File: src/rtl/regfile_ctrl_pkg.sv
// Shared types and instruction field layout for the register-file sequencer.
// Every instruction is decoded with these positions, so change them here only.
package regfile_ctrl_pkg;

  localparam int DATA_WIDTH  = 8;
  localparam int ADDR_WIDTH  = 1;
  localparam int INSTR_WIDTH = 16;

  localparam int OP_MSB   = 15;
  localparam int OP_LSB   = 13;
  localparam int DST_BIT  = 12;
  localparam int SRCA_BIT = 11;
  localparam int SRCB_BIT = 10;
  localparam int RSVD_MSB = 9;
  localparam int RSVD_LSB = 8;
  localparam int IMM_MSB  = 7;
  localparam int IMM_LSB  = 0;

  typedef enum logic [2:0] {
    OP_NOP = 3'd0,
    OP_ADD = 3'd1,
    OP_SUB = 3'd2,
    OP_AND = 3'd3,
    OP_OR  = 3'd4,
    OP_XOR = 3'd5,
    OP_MOV = 3'd6,
    OP_LDI = 3'd7
  } opcode_t;

  typedef enum logic [1:0] {
    ST_IDLE = 2'd0,
    ST_EXEC = 2'd1,
    ST_WB   = 2'd2
  } state_t;

  function automatic opcode_t instr_op(input logic [INSTR_WIDTH-1:0] ins);
    return opcode_t'(ins[OP_MSB:OP_LSB]);
  endfunction

endpackage

File: src/rtl/regfile_sequencer_if.sv
// Instruction handshake, register-file ports and status of the sequencer.
// The master modport is the sequencer; the slave modport is the source/register-file side.
interface regfile_sequencer_if
  import regfile_ctrl_pkg::*;
#(
  parameter int DATA_W  = DATA_WIDTH,
  parameter int ADDR_W  = ADDR_WIDTH,
  parameter int INSTR_W = INSTR_WIDTH
);

  logic               instr_valid;
  logic               instr_ready;
  logic [INSTR_W-1:0] instr;

  logic [ADDR_W-1:0]  rf_read_register1;
  logic [ADDR_W-1:0]  rf_read_register2;
  logic [DATA_W-1:0]  rf_read_data1;
  logic [DATA_W-1:0]  rf_read_data2;
  logic               rf_write_enable;
  logic [ADDR_W-1:0]  rf_write_register;
  logic [DATA_W-1:0]  rf_write_data;

  logic               done;
  logic [DATA_W-1:0]  result;
  logic               flag_zero;
  logic               flag_carry;
  logic               busy;

  modport master (
    input  instr_valid, instr, rf_read_data1, rf_read_data2,
    output instr_ready, rf_read_register1, rf_read_register2,
           rf_write_enable, rf_write_register, rf_write_data,
           done, result, flag_zero, flag_carry, busy
  );

  modport slave (
    output instr_valid, instr, rf_read_data1, rf_read_data2,
    input  instr_ready, rf_read_register1, rf_read_register2,
           rf_write_enable, rf_write_register, rf_write_data,
           done, result, flag_zero, flag_carry, busy
  );

endinterface

File: src/rtl/regfile_ctrl_alu.sv
// Combinational ALU: one extra result bit carries ADD carry-out or SUB borrow,
// logic/move/load ops leave it clear.
module regfile_ctrl_alu
  import regfile_ctrl_pkg::*;
#(
  parameter int DATA_W = DATA_WIDTH
) (
  input  opcode_t           op,
  input  logic [DATA_W-1:0] a,
  input  logic [DATA_W-1:0] b,
  input  logic [DATA_W-1:0] imm,
  output logic              carry,
  output logic [DATA_W-1:0] result
);

  logic [DATA_W:0] wide;

  always_comb begin
    wide = '0;
    case (op)
      OP_ADD:  wide = {1'b0, a} + {1'b0, b};
      OP_SUB:  wide = {1'b0, a} - {1'b0, b};
      OP_AND:  wide = {1'b0, a & b};
      OP_OR:   wide = {1'b0, a | b};
      OP_XOR:  wide = {1'b0, a ^ b};
      OP_MOV:  wide = {1'b0, a};
      OP_LDI:  wide = {1'b0, imm};
      default: wide = '0;
    endcase
  end

  assign carry  = wide[DATA_W];
  assign result = wide[DATA_W-1:0];

endmodule

File: src/rtl/regfile_sequencer.sv
// Three-state micro-op controller: accept one instruction, read both operands,
// register the ALU result and write it back through the single write port.
//
// state | meaning
// IDLE  | ready for an instruction, read addresses follow the incoming fields
// EXEC  | operands read from latched srcA/srcB, result and flags registered
// WB    | write strobe (unless NOP) and done pulse
module regfile_sequencer
  import regfile_ctrl_pkg::*;
#(
  parameter int DATA_W  = DATA_WIDTH,
  parameter int ADDR_W  = ADDR_WIDTH,
  parameter int INSTR_W = INSTR_WIDTH
) (
  input  logic               clock,
  input  logic               reset,
  regfile_sequencer_if.master bus
);

  state_t             state;
  logic [INSTR_W-1:0] instr_q;
  logic               we_q;
  logic               done_q;
  logic [DATA_W-1:0]  result_q;
  logic               zero_q;
  logic               carry_q;

  opcode_t            op_q;
  logic               ready;
  logic               accept;
  logic               alu_carry;
  logic [DATA_W-1:0]  alu_result;
  logic               unused_rsvd;

  assign op_q        = instr_op(instr_q);
  assign ready       = (state == ST_IDLE) && !reset;
  assign accept      = bus.instr_valid && ready;
  assign unused_rsvd = ^instr_q[RSVD_MSB:RSVD_LSB];

  regfile_ctrl_alu #(
    .DATA_W (DATA_W)
  ) u_alu (
    .op     (op_q),
    .a      (bus.rf_read_data1),
    .b      (bus.rf_read_data2),
    .imm    (instr_q[IMM_MSB:IMM_LSB]),
    .carry  (alu_carry),
    .result (alu_result)
  );

  always_ff @(posedge clock) begin
    if (reset) begin
      state    <= ST_IDLE;
      instr_q  <= '0;
      we_q     <= 1'b0;
      done_q   <= 1'b0;
      result_q <= '0;
      zero_q   <= 1'b0;
      carry_q  <= 1'b0;
    end else begin
      we_q   <= 1'b0;
      done_q <= 1'b0;
      case (state)
        ST_IDLE: begin
          if (accept) begin
            instr_q <= bus.instr;
            state   <= ST_EXEC;
          end
        end
        ST_EXEC: begin
          state  <= ST_WB;
          done_q <= 1'b1;
          // NOP retires without touching result, flags or the register file
          if (op_q != OP_NOP) begin
            we_q     <= 1'b1;
            result_q <= alu_result;
            zero_q   <= (alu_result == '0);
            carry_q  <= alu_carry;
          end
        end
        ST_WB: begin
          state <= ST_IDLE;
        end
        default: begin
          state <= ST_IDLE;
        end
      endcase
    end
  end

  assign bus.instr_ready       = ready;
  assign bus.busy              = (state != ST_IDLE);
  assign bus.rf_read_register1 = (state == ST_IDLE) ? bus.instr[SRCA_BIT -: ADDR_W]
                                                    : instr_q[SRCA_BIT -: ADDR_W];
  assign bus.rf_read_register2 = (state == ST_IDLE) ? bus.instr[SRCB_BIT -: ADDR_W]
                                                    : instr_q[SRCB_BIT -: ADDR_W];
  // a reset cycle must never commit a write, even if it lands mid-WB
  assign bus.rf_write_enable   = we_q && !reset;
  assign bus.rf_write_register = instr_q[DST_BIT -: ADDR_W];
  assign bus.rf_write_data     = result_q;
  assign bus.done              = done_q;
  assign bus.result            = result_q;
  assign bus.flag_zero         = zero_q;
  assign bus.flag_carry        = carry_q;

endmodule

File: src/flat_wrapper.sv
// flat-port wrapper written by rule: the top's interface ports become plain ports
module regfile_sequencer_flat import regfile_ctrl_pkg::*;
#(
  parameter int DATA_W  = DATA_WIDTH,
  parameter int ADDR_W  = ADDR_WIDTH,
  parameter int INSTR_W = INSTR_WIDTH
)
  (clock, reset, bus_instr_valid, bus_instr, bus_rf_read_data1, bus_rf_read_data2, bus_instr_ready, bus_rf_read_register1, bus_rf_read_register2, bus_rf_write_enable, bus_rf_write_register, bus_rf_write_data, bus_done, bus_result, bus_flag_zero, bus_flag_carry, bus_busy);
  regfile_sequencer_if #(.DATA_W(DATA_W), .ADDR_W(ADDR_W), .INSTR_W(INSTR_W)) bus_i ();
  input  logic clock;
  input  logic reset;
  input wire logic [$bits(bus_i.instr_valid)-1:0] bus_instr_valid;
  input wire logic [$bits(bus_i.instr)-1:0] bus_instr;
  input wire logic [$bits(bus_i.rf_read_data1)-1:0] bus_rf_read_data1;
  input wire logic [$bits(bus_i.rf_read_data2)-1:0] bus_rf_read_data2;
  output wire logic [$bits(bus_i.instr_ready)-1:0] bus_instr_ready;
  output wire logic [$bits(bus_i.rf_read_register1)-1:0] bus_rf_read_register1;
  output wire logic [$bits(bus_i.rf_read_register2)-1:0] bus_rf_read_register2;
  output wire logic [$bits(bus_i.rf_write_enable)-1:0] bus_rf_write_enable;
  output wire logic [$bits(bus_i.rf_write_register)-1:0] bus_rf_write_register;
  output wire logic [$bits(bus_i.rf_write_data)-1:0] bus_rf_write_data;
  output wire logic [$bits(bus_i.done)-1:0] bus_done;
  output wire logic [$bits(bus_i.result)-1:0] bus_result;
  output wire logic [$bits(bus_i.flag_zero)-1:0] bus_flag_zero;
  output wire logic [$bits(bus_i.flag_carry)-1:0] bus_flag_carry;
  output wire logic [$bits(bus_i.busy)-1:0] bus_busy;
  assign bus_i.instr_valid = bus_instr_valid;
  assign bus_i.instr = bus_instr;
  assign bus_i.rf_read_data1 = bus_rf_read_data1;
  assign bus_i.rf_read_data2 = bus_rf_read_data2;
  assign bus_instr_ready = bus_i.instr_ready;
  assign bus_rf_read_register1 = bus_i.rf_read_register1;
  assign bus_rf_read_register2 = bus_i.rf_read_register2;
  assign bus_rf_write_enable = bus_i.rf_write_enable;
  assign bus_rf_write_register = bus_i.rf_write_register;
  assign bus_rf_write_data = bus_i.rf_write_data;
  assign bus_done = bus_i.done;
  assign bus_result = bus_i.result;
  assign bus_flag_zero = bus_i.flag_zero;
  assign bus_flag_carry = bus_i.flag_carry;
  assign bus_busy = bus_i.busy;
  regfile_sequencer #(.DATA_W(DATA_W), .ADDR_W(ADDR_W), .INSTR_W(INSTR_W)) u_core (.clock(clock), .reset(reset), .bus(bus_i));
endmodule
File: config.mk
export PLATFORM = sky130hd
export DESIGN_NAME = regfile_sequencer_flat
export DESIGN_NICKNAME = d
export VERILOG_FILES = /design/src/rtl/regfile_ctrl_pkg.sv /design/src/rtl/regfile_sequencer_if.sv /design/src/rtl/regfile_ctrl_alu.sv /design/src/rtl/regfile_sequencer.sv /design/src/flat_wrapper.sv
export SDC_FILE = /design/constraint.sdc
export NUM_CORES = 1
export LEC_CHECK = 0
export CORE_MARGIN = 10
export CORE_UTILIZATION = 25
export DETAILED_ROUTE_END_ITERATION = 16
export PLACE_DENSITY = 0.56
export RECOVER_POWER = 50
export SLEW_MARGIN = 15
export SYNTH_ARGS = -nofsm -noshare
export SYNTH_HDL_FRONTEND = slang
export SYNTH_HIERARCHICAL = 1
export SYNTH_SLANG_ARGS = --single-unit
File: constraint.sdc
create_clock -name clock -period 3.8 [get_ports clock]
set_input_delay 0.76 -clock clock [delete_from_list [all_inputs] [get_ports clock]]
set_output_delay 0.76 -clock clock [all_outputs]
set_load 0.05 [all_outputs]
==> results of run 1 <==
==> through the flow <==
step / hold WS (ns) / setup TNS (ns) / cells / total power [W]
3_5_place_dp: 0.458 / -0.00118 / 470 / 0.000709
3_3_place_gp: 0.453 / 0 / 470 / 0.000705
5_1_grt: 0.498 / 0 / 473 / 0.000922
4_1_cts: 0.474 / 0 / 473 / 0.000873
6_report: 0.471 / 0 / 473 / 0.000862
2_1_floorplan: 0.440 / 0 / 290 / 0.000583
==> registers in the layout, summed over array words and instances, names as in the netlist <==
| register | flops |
|---|---|
| u_core/bus.flag_carry | 1 |
| u_core/bus.flag_zero | 1 |
| u_core/state | 2 |
| u_core/we_q | 1 |
| u_core/bus.result | 8 |
| u_core/instr_q | 14 |
| u_core/bus.done | 1 |
==> routing by layer <==
layer / vias to the layer above / GRT usage, %
met3: 8 / 1.99
met5: - / 0
li1: 1114 / -
met4: 0 / 2.88
met1: 992 / 11.6
met2: 51 / 15.3
==> path summary, 6_finish.rpt <==
check	start	to	slack, ns
setup / recovery	bus_rf_read_data2[3]	u_core/bus.flag_zero	0.18
hold / removal	u_core/instr_q[11]	u_core/instr_q[11]	0.47
setup reg to reg	u_core/instr_q[14]	u_core/bus.flag_zero	0.66
hold reg to reg	u_core/instr_q[11]	u_core/instr_q[11]	0.47
==> repair_timing <==
item / CTS / global route
hold endpoints to repair: 0 / 0
gates resized for setup: 0 / 3
setup endpoints to repair: 0 / 1
==> kinds of logic (layout without fill, tap and decap cells) <==
group,Yosys count,in the layout,share of synthesized area [%]
compound gates,76,76,20.1
xor+xnor,9,9,3.65
fa+ha+maj,26,26,14.1
buf+inv,52,106,11.0
flops,28,28,23.7
mux,10,10,6.61
simple gates,89,89,20.9
==> worst max-delay path, cell delays in order <==
cell             delay (ns)
clkdlybuf4s50_1        0.42
or3_4                  0.43
nor3_2                 0.13
buf_4                  0.14
nor2_1                 0.04
xnor2_1                0.14
ha_2                   0.31
o21a_1                 0.20
o31a_2                 0.12
o22ai_1                0.21
xor2_1                 0.25
o221ai_2               0.15
nor4_1                 0.24
nand4_1                0.13
a21oi_1                0.15
==> cell type report <==
cell class | instances | area [um^2]
repair buffers | 77 | 708
flip-flops and latches | 28 | 561
clock buffers | 3 | 41.3
inverters | 26 | 97.6
well taps | 129 | 161
fillers | 998 | 6100
multi-input cells | 210 | 1570
==> power groups by stage <==
stage	sequential, W	combinational [W]	clock, W
2_1_floorplan	0.000337	0.000246	0
3_3_place_gp	0.000326	0.000379	0
3_5_place_dp	0.000326	0.000383	0
4_1_cts	0.000319	0.000386	0.000168
5_1_grt	0.000321	0.000423	0.000179
6_report	0.000319	0.000386	0.000158
==> Yosys cell counts (3+ instances only) <==
cell | count | area (um^2)
a21oi_1 | 13 | 65.1
a221oi_1 | 3 | 26.3
a31oi_1 | 3 | 18.8
buf_2 | 5 | 25.0
buf_4 | 11 | 82.6
clkbuf_1 | 6 | 22.5
dfxtp_1 | 28 | 561
ha_1 | 25 | 313
inv_1 | 26 | 97.6
mux2_2 | 5 | 56.3
mux4_2 | 4 | 90.1
nand2_1 | 26 | 97.6
nand2b_1 | 17 | 106
nand3_1 | 9 | 45.0
nor2_1 | 10 | 37.5
nor2b_1 | 6 | 37.5
nor3_1 | 7 | 35.0
o21a_1 | 6 | 45.0
o21ai_0 | 31 | 155
o31ai_1 | 3 | 22.5
xnor2_1 | 7 | 61.3
==> cells in the final DEF, fill, tap and decap left out, types with 3 or more instances in the layout <==
| cell | instances |
|---|---|
| clkdlybuf4s50_1 | 34 |
| nand2_1 | 26 |
| inv_1 | 26 |
| dfxtp_1 | 28 |
| nand2b_1 | 17 |
| nand3_1 | 9 |
| a21oi_1 | 13 |
| nor2_1 | 10 |
| xnor2_1 | 7 |
| buf_4 | 20 |
| dlygate4sd3_1 | 21 |
| o21a_1 | 6 |
| a221oi_1 | 3 |
| clkbuf_8 | 3 |
| ha_1 | 24 |
| nor3_1 | 6 |
| o21ai_0 | 32 |
| nor2b_1 | 6 |
| a31oi_1 | 3 |
| mux4_2 | 4 |
| o31ai_1 | 3 |
| mux2_2 | 5 |
==> impl_metrics.ini, run 1 <==
[routing]
dr.pass1.iters = 4
detail_route.vias_per_cell = 4.58
finalWirelength_um = 6390
wl_met3_um = 306
drtAntennaViolNets = 0
route.detailed.drc = 0
wire_per_inst_um = 13.5
vias = 2165
routed.top_layer = met4
wl_met1_um = 2880
wl_met2_um = 3060
drtIter0Drc = 128

[flow_run]
drv_cap = 0

[logic_synthesis]
ys.flop_type = dfxtp_1
seq_area_frac_synth_pct = 23.7
synthArstFlopShare_pct = 0
synth_cell_types = 49
synth_area_um2 = 2370
syn_nets = 351
yosysWarnings = 6
synth-seq-cells = 28
synth_area_per_cell_um2 = 8.16
syn_inst = 290
synth_edf_count = 0

[clock_tree]
hold_buffers = 0
post_cts_buffers = 0
cts_root_buffer = clkbuf_8
cts.sinks = 28
cts_made_buffers = 3
cts_buffer_depth = 2
clk_pin_slew_ns = 0.09
clk-insertion-delay-late_ns = 0.27
cts_htree_levels = 1
cts_tree = built

[hold_path]
hold_depth = 2
hp-class = flip-flop to flip-flop

[timing]
timing.slew.headroom_pct = 30.0
clock.fmax_ghz = 0.276
fin_ws_ns = 0.181
finalSetupViolCount = 0
skew_ns = 0.00173
maxSlewViolCount = 0
tightest_slew_ns = 1.04
fin_crit_sh_pct = 95.2
grt_setup_unrepaired = no
final.min_clock_period_ns = 3.62
hold_viol = 0

[floorplan]
rows = 35
io-pin-count = 60
core_um2 = 9240
start_util_pct = 25.6
dieArea_um2 = 13800
die_y_um = 117
fp.dieW_um = 117

[placement]
gp_congestion = 0.882
place_area_um2 = 3090
place_ws_ns = -0.00118
port-buffer-count = 57
hpwlAfterDp_um = 5130

[layout]
diodes = 0
fin_util_pct = 33.9
final_nets = 407
stdcell_area_um2 = 3140
final_layout_size_suffix_gt1_share_pct = 12.2
areaGrowthSynthToFinish_pct = 32.6

[power]
power_density_nw_per_um2 = 275
p_sw_w = 0.000306
p_leak_nw = 1.30
switching_share_pct = 35.4
sequentialPowerShare_pct = 37.0
p_comb_share_pct = 44.7
peakVddDrop_v = 0.000131
internal-power_w = 0.000557
clkPwrFrac_pct = 18.3

[global_routing]
grt_use_total_pct = 9.22
grt_pass1_vias = 2079
grt.overflow.total = 0
grt_max_degree = 30
antenna_found_initial = 0
grt_pass1_wl_um = 10300

[worst_setup_path]
cp.arrival_ns = 3.82
worst_setup_path_end_kind = flip-flop
rr_worst_depth = 14
critical_path_class = input pin to flip-flop
start_kind = input pin
required_ns = 4.00
path_max_fanout = 3

[run_status]
status = complete, no violations
Power figures use the tool's default switching activity.
==> run 2, diff against run 1 <==
Settings changed: CTS_BUF_LIST set to sky130_fd_sc_hd__clkbuf_4, SLEW_MARGIN 15 to 20.
==> impl_metrics.ini, run 2 (synthesis gave the netlist of run 1 again) <==
[run_status]
status = complete, no violations

[timing]
fin_ws_ns = 0.276
timing.slew.headroom_pct = 31.6
hold_viol = 0
skew_ns = 0.00324
grt_setup_unrepaired = no
tightest_slew_ns = 1.02
maxSlewViolCount = 0
fin_crit_sh_pct = 92.7
fin_tns_setup_ns = 0
clock.fmax_ghz = 0.284
final.min_clock_period_ns = 3.52
finalSetupViolCount = 0

[power]
p_leak_nw = 1.26
p_comb_share_pct = 46.5
p_sw_w = 0.000298
peakVddDrop_v = 0.000122
switching_share_pct = 36.4
fin_total_pwr_w = 0.000821
internal-power_w = 0.000522
power_density_nw_per_um2 = 264
sequentialPowerShare_pct = 38.9
clkPwrFrac_pct = 14.6

[layout]
final_layout_size_suffix_gt1_share_pct = 11.3
largest_reg_flops = 14
fill_cells = 1002
diodes = 0
areaGrowthSynthToFinish_pct = 31.2
layout_commonest_cell = clkdlybuf4s50_1
final_cell_mix = 43 x clkdlybuf4s50_1, 33 x o21ai_0, 28 x dfxtp_1
fin_util_pct = 33.6
regMostFlops = u_core/instr_q
stdcell_area_um2 = 3100
final_nets = 407

[clock_tree]
cts_made_buffers = 3
post_cts_buffers = 0
clk_pin_slew_ns = 0.14
ctsResizeCount = 0
cts_buffer_depth = 2
cts.sinks = 28
cts_tree = built
hold_buffers = 0
clk-insertion-delay-late_ns = 0.32
cts_htree_levels = 1
cts_root_buffer = clkbuf_4

[placement]
hpwlAfterDp_um = 5130
place_ws_ns = -0.00118
place_area_um2 = 3090
gp_congestion = 0.882
port-buffer-count = 57

[global_routing]
grt_use_total_pct = 9.15
grt.overflow.total = 0
antenna_found_initial = 0
grt_pass1_wl_um = 10200
grt_pass1_vias = 2063
grt_max_degree = 30

[worst_setup_path]
rr_worst_depth = 14
r2r_start = u_core/instr_q[14]
start_kind = input pin
worst_setup_path_end_kind = flip-flop
required_ns = 4.06
worstPathCellList = clkdlybuf4s50_1, or3_4, nor3_1, buf_4, nor2_1, xnor2_1, ha_1, a2111o_1, o22ai_1, xor2_1, o221ai_1, nor4_1, nand4_1, a21oi_1
cp.arrival_ns = 3.79
rr_endpoint = u_core/bus.flag_zero
critical_path_class = input pin to flip-flop
path_max_fanout = 6
r2r_slack_ns = 0.75
worst_path_largest_cell_delay_ns = 0.43
cp_slowest_cell = or3_4

[floorplan]
die_y_um = 117
fp.dieW_um = 117
start_util_pct = 25.6
core_um2 = 9240
rows = 35
io-pin-count = 60
dieArea_um2 = 13800

[routing]
drtIter0Drc = 116
vias = 2134
wire_per_inst_um = 13.3
drtAntennaViolNets = 0
finalWirelength_um = 6280
dr.pass1.iters = 4
detail_route.vias_per_cell = 4.51
route.detailed.drc = 0

[hold_path]
hp-class = flip-flop to flip-flop
hold_path_end = u_core/instr_q[12]
min-delay-start = u_core/instr_q[12]
hold_depth = 2

[flow_run]
drv_cap = 0
[run 2: cell count changes in the layout (fill, tap and decap cells not counted), sizes merged]
cell           change
clkdlybuf4s50      +9
dlygate4sd3        -9
[run 2: worst max path at each step]
| stage | depth (start not counted) | from | slack (ns) | to |
|---|---|---|---|---|
| detailed placement | 14 | bus_rf_read_data2[4] | -0.001 | u_core/bus.flag_zero |
| floorplan | 11 | bus_rf_read_data2[3] | 0.74 | u_core/bus.flag_carry |
| global route | 14 | bus_rf_read_data2[4] | 0.07 | u_core/bus.flag_zero |
| finish | 14 | bus_rf_read_data2[3] | 0.28 | u_core/bus.flag_zero |
| global placement | 15 | bus_rf_read_data2[3] | 0.03 | u_core/bus.flag_zero |
| CTS | 14 | bus_rf_read_data2[4] | 0.33 | u_core/bus.flag_zero |
[run 2: worst max-delay path, delay by kind of cell]
kind | cells | cell delay (ns)
buffers and inverters | 2 | 0.57
AO/OA/AOI/OAI | 4 | 0.90
adder cells (fa/ha/maj) | 1 | 0.26
XOR/XNOR | 2 | 0.33
AND/OR/NAND/NOR | 5 | 0.96
[run 2: through the flow]
stage / cells / hold WS (ns)
5_1_grt: 473 / 0.507
3_3_place_gp: 470 / 0.453
4_1_cts: 473 / 0.480
3_5_place_dp: 470 / 0.458
2_1_floorplan: 290 / 0.440
6_report: 473 / 0.483
[run 2: layout make-up]
type	instances	area [um^2]	area share (%)
multi-input cells	210	1550	50.1
repair buffers	77	708	22.8
flip-flops and latches	28	561	18.1
well taps	129	161	5.20
inverters	26	97.6	3.14
clock buffers	3	22.5	0.726
[run 2: layer usage]
layer  routed length [um]  GRT usage [%]
met1                 2900           11.7
met2                 3060           15.4
met3                  225           1.94
met4                   97           2.14
met5                    0              0
[run 2: power by group through the flow]
| stage | Clock, W | Sequential (W) | Combinational (W) |
|---|---|---|---|
| 3_3_place_gp | 0 | 0.000326 | 0.000379 |
| 5_1_grt | 0.000142 | 0.000322 | 0.000420 |
| 4_1_cts | 0.000131 | 0.000320 | 0.000385 |
| 6_report | 0.000120 | 0.000319 | 0.000382 |
| 3_5_place_dp | 0 | 0.000326 | 0.000383 |
| 2_1_floorplan | 0 | 0.000337 | 0.000246 |
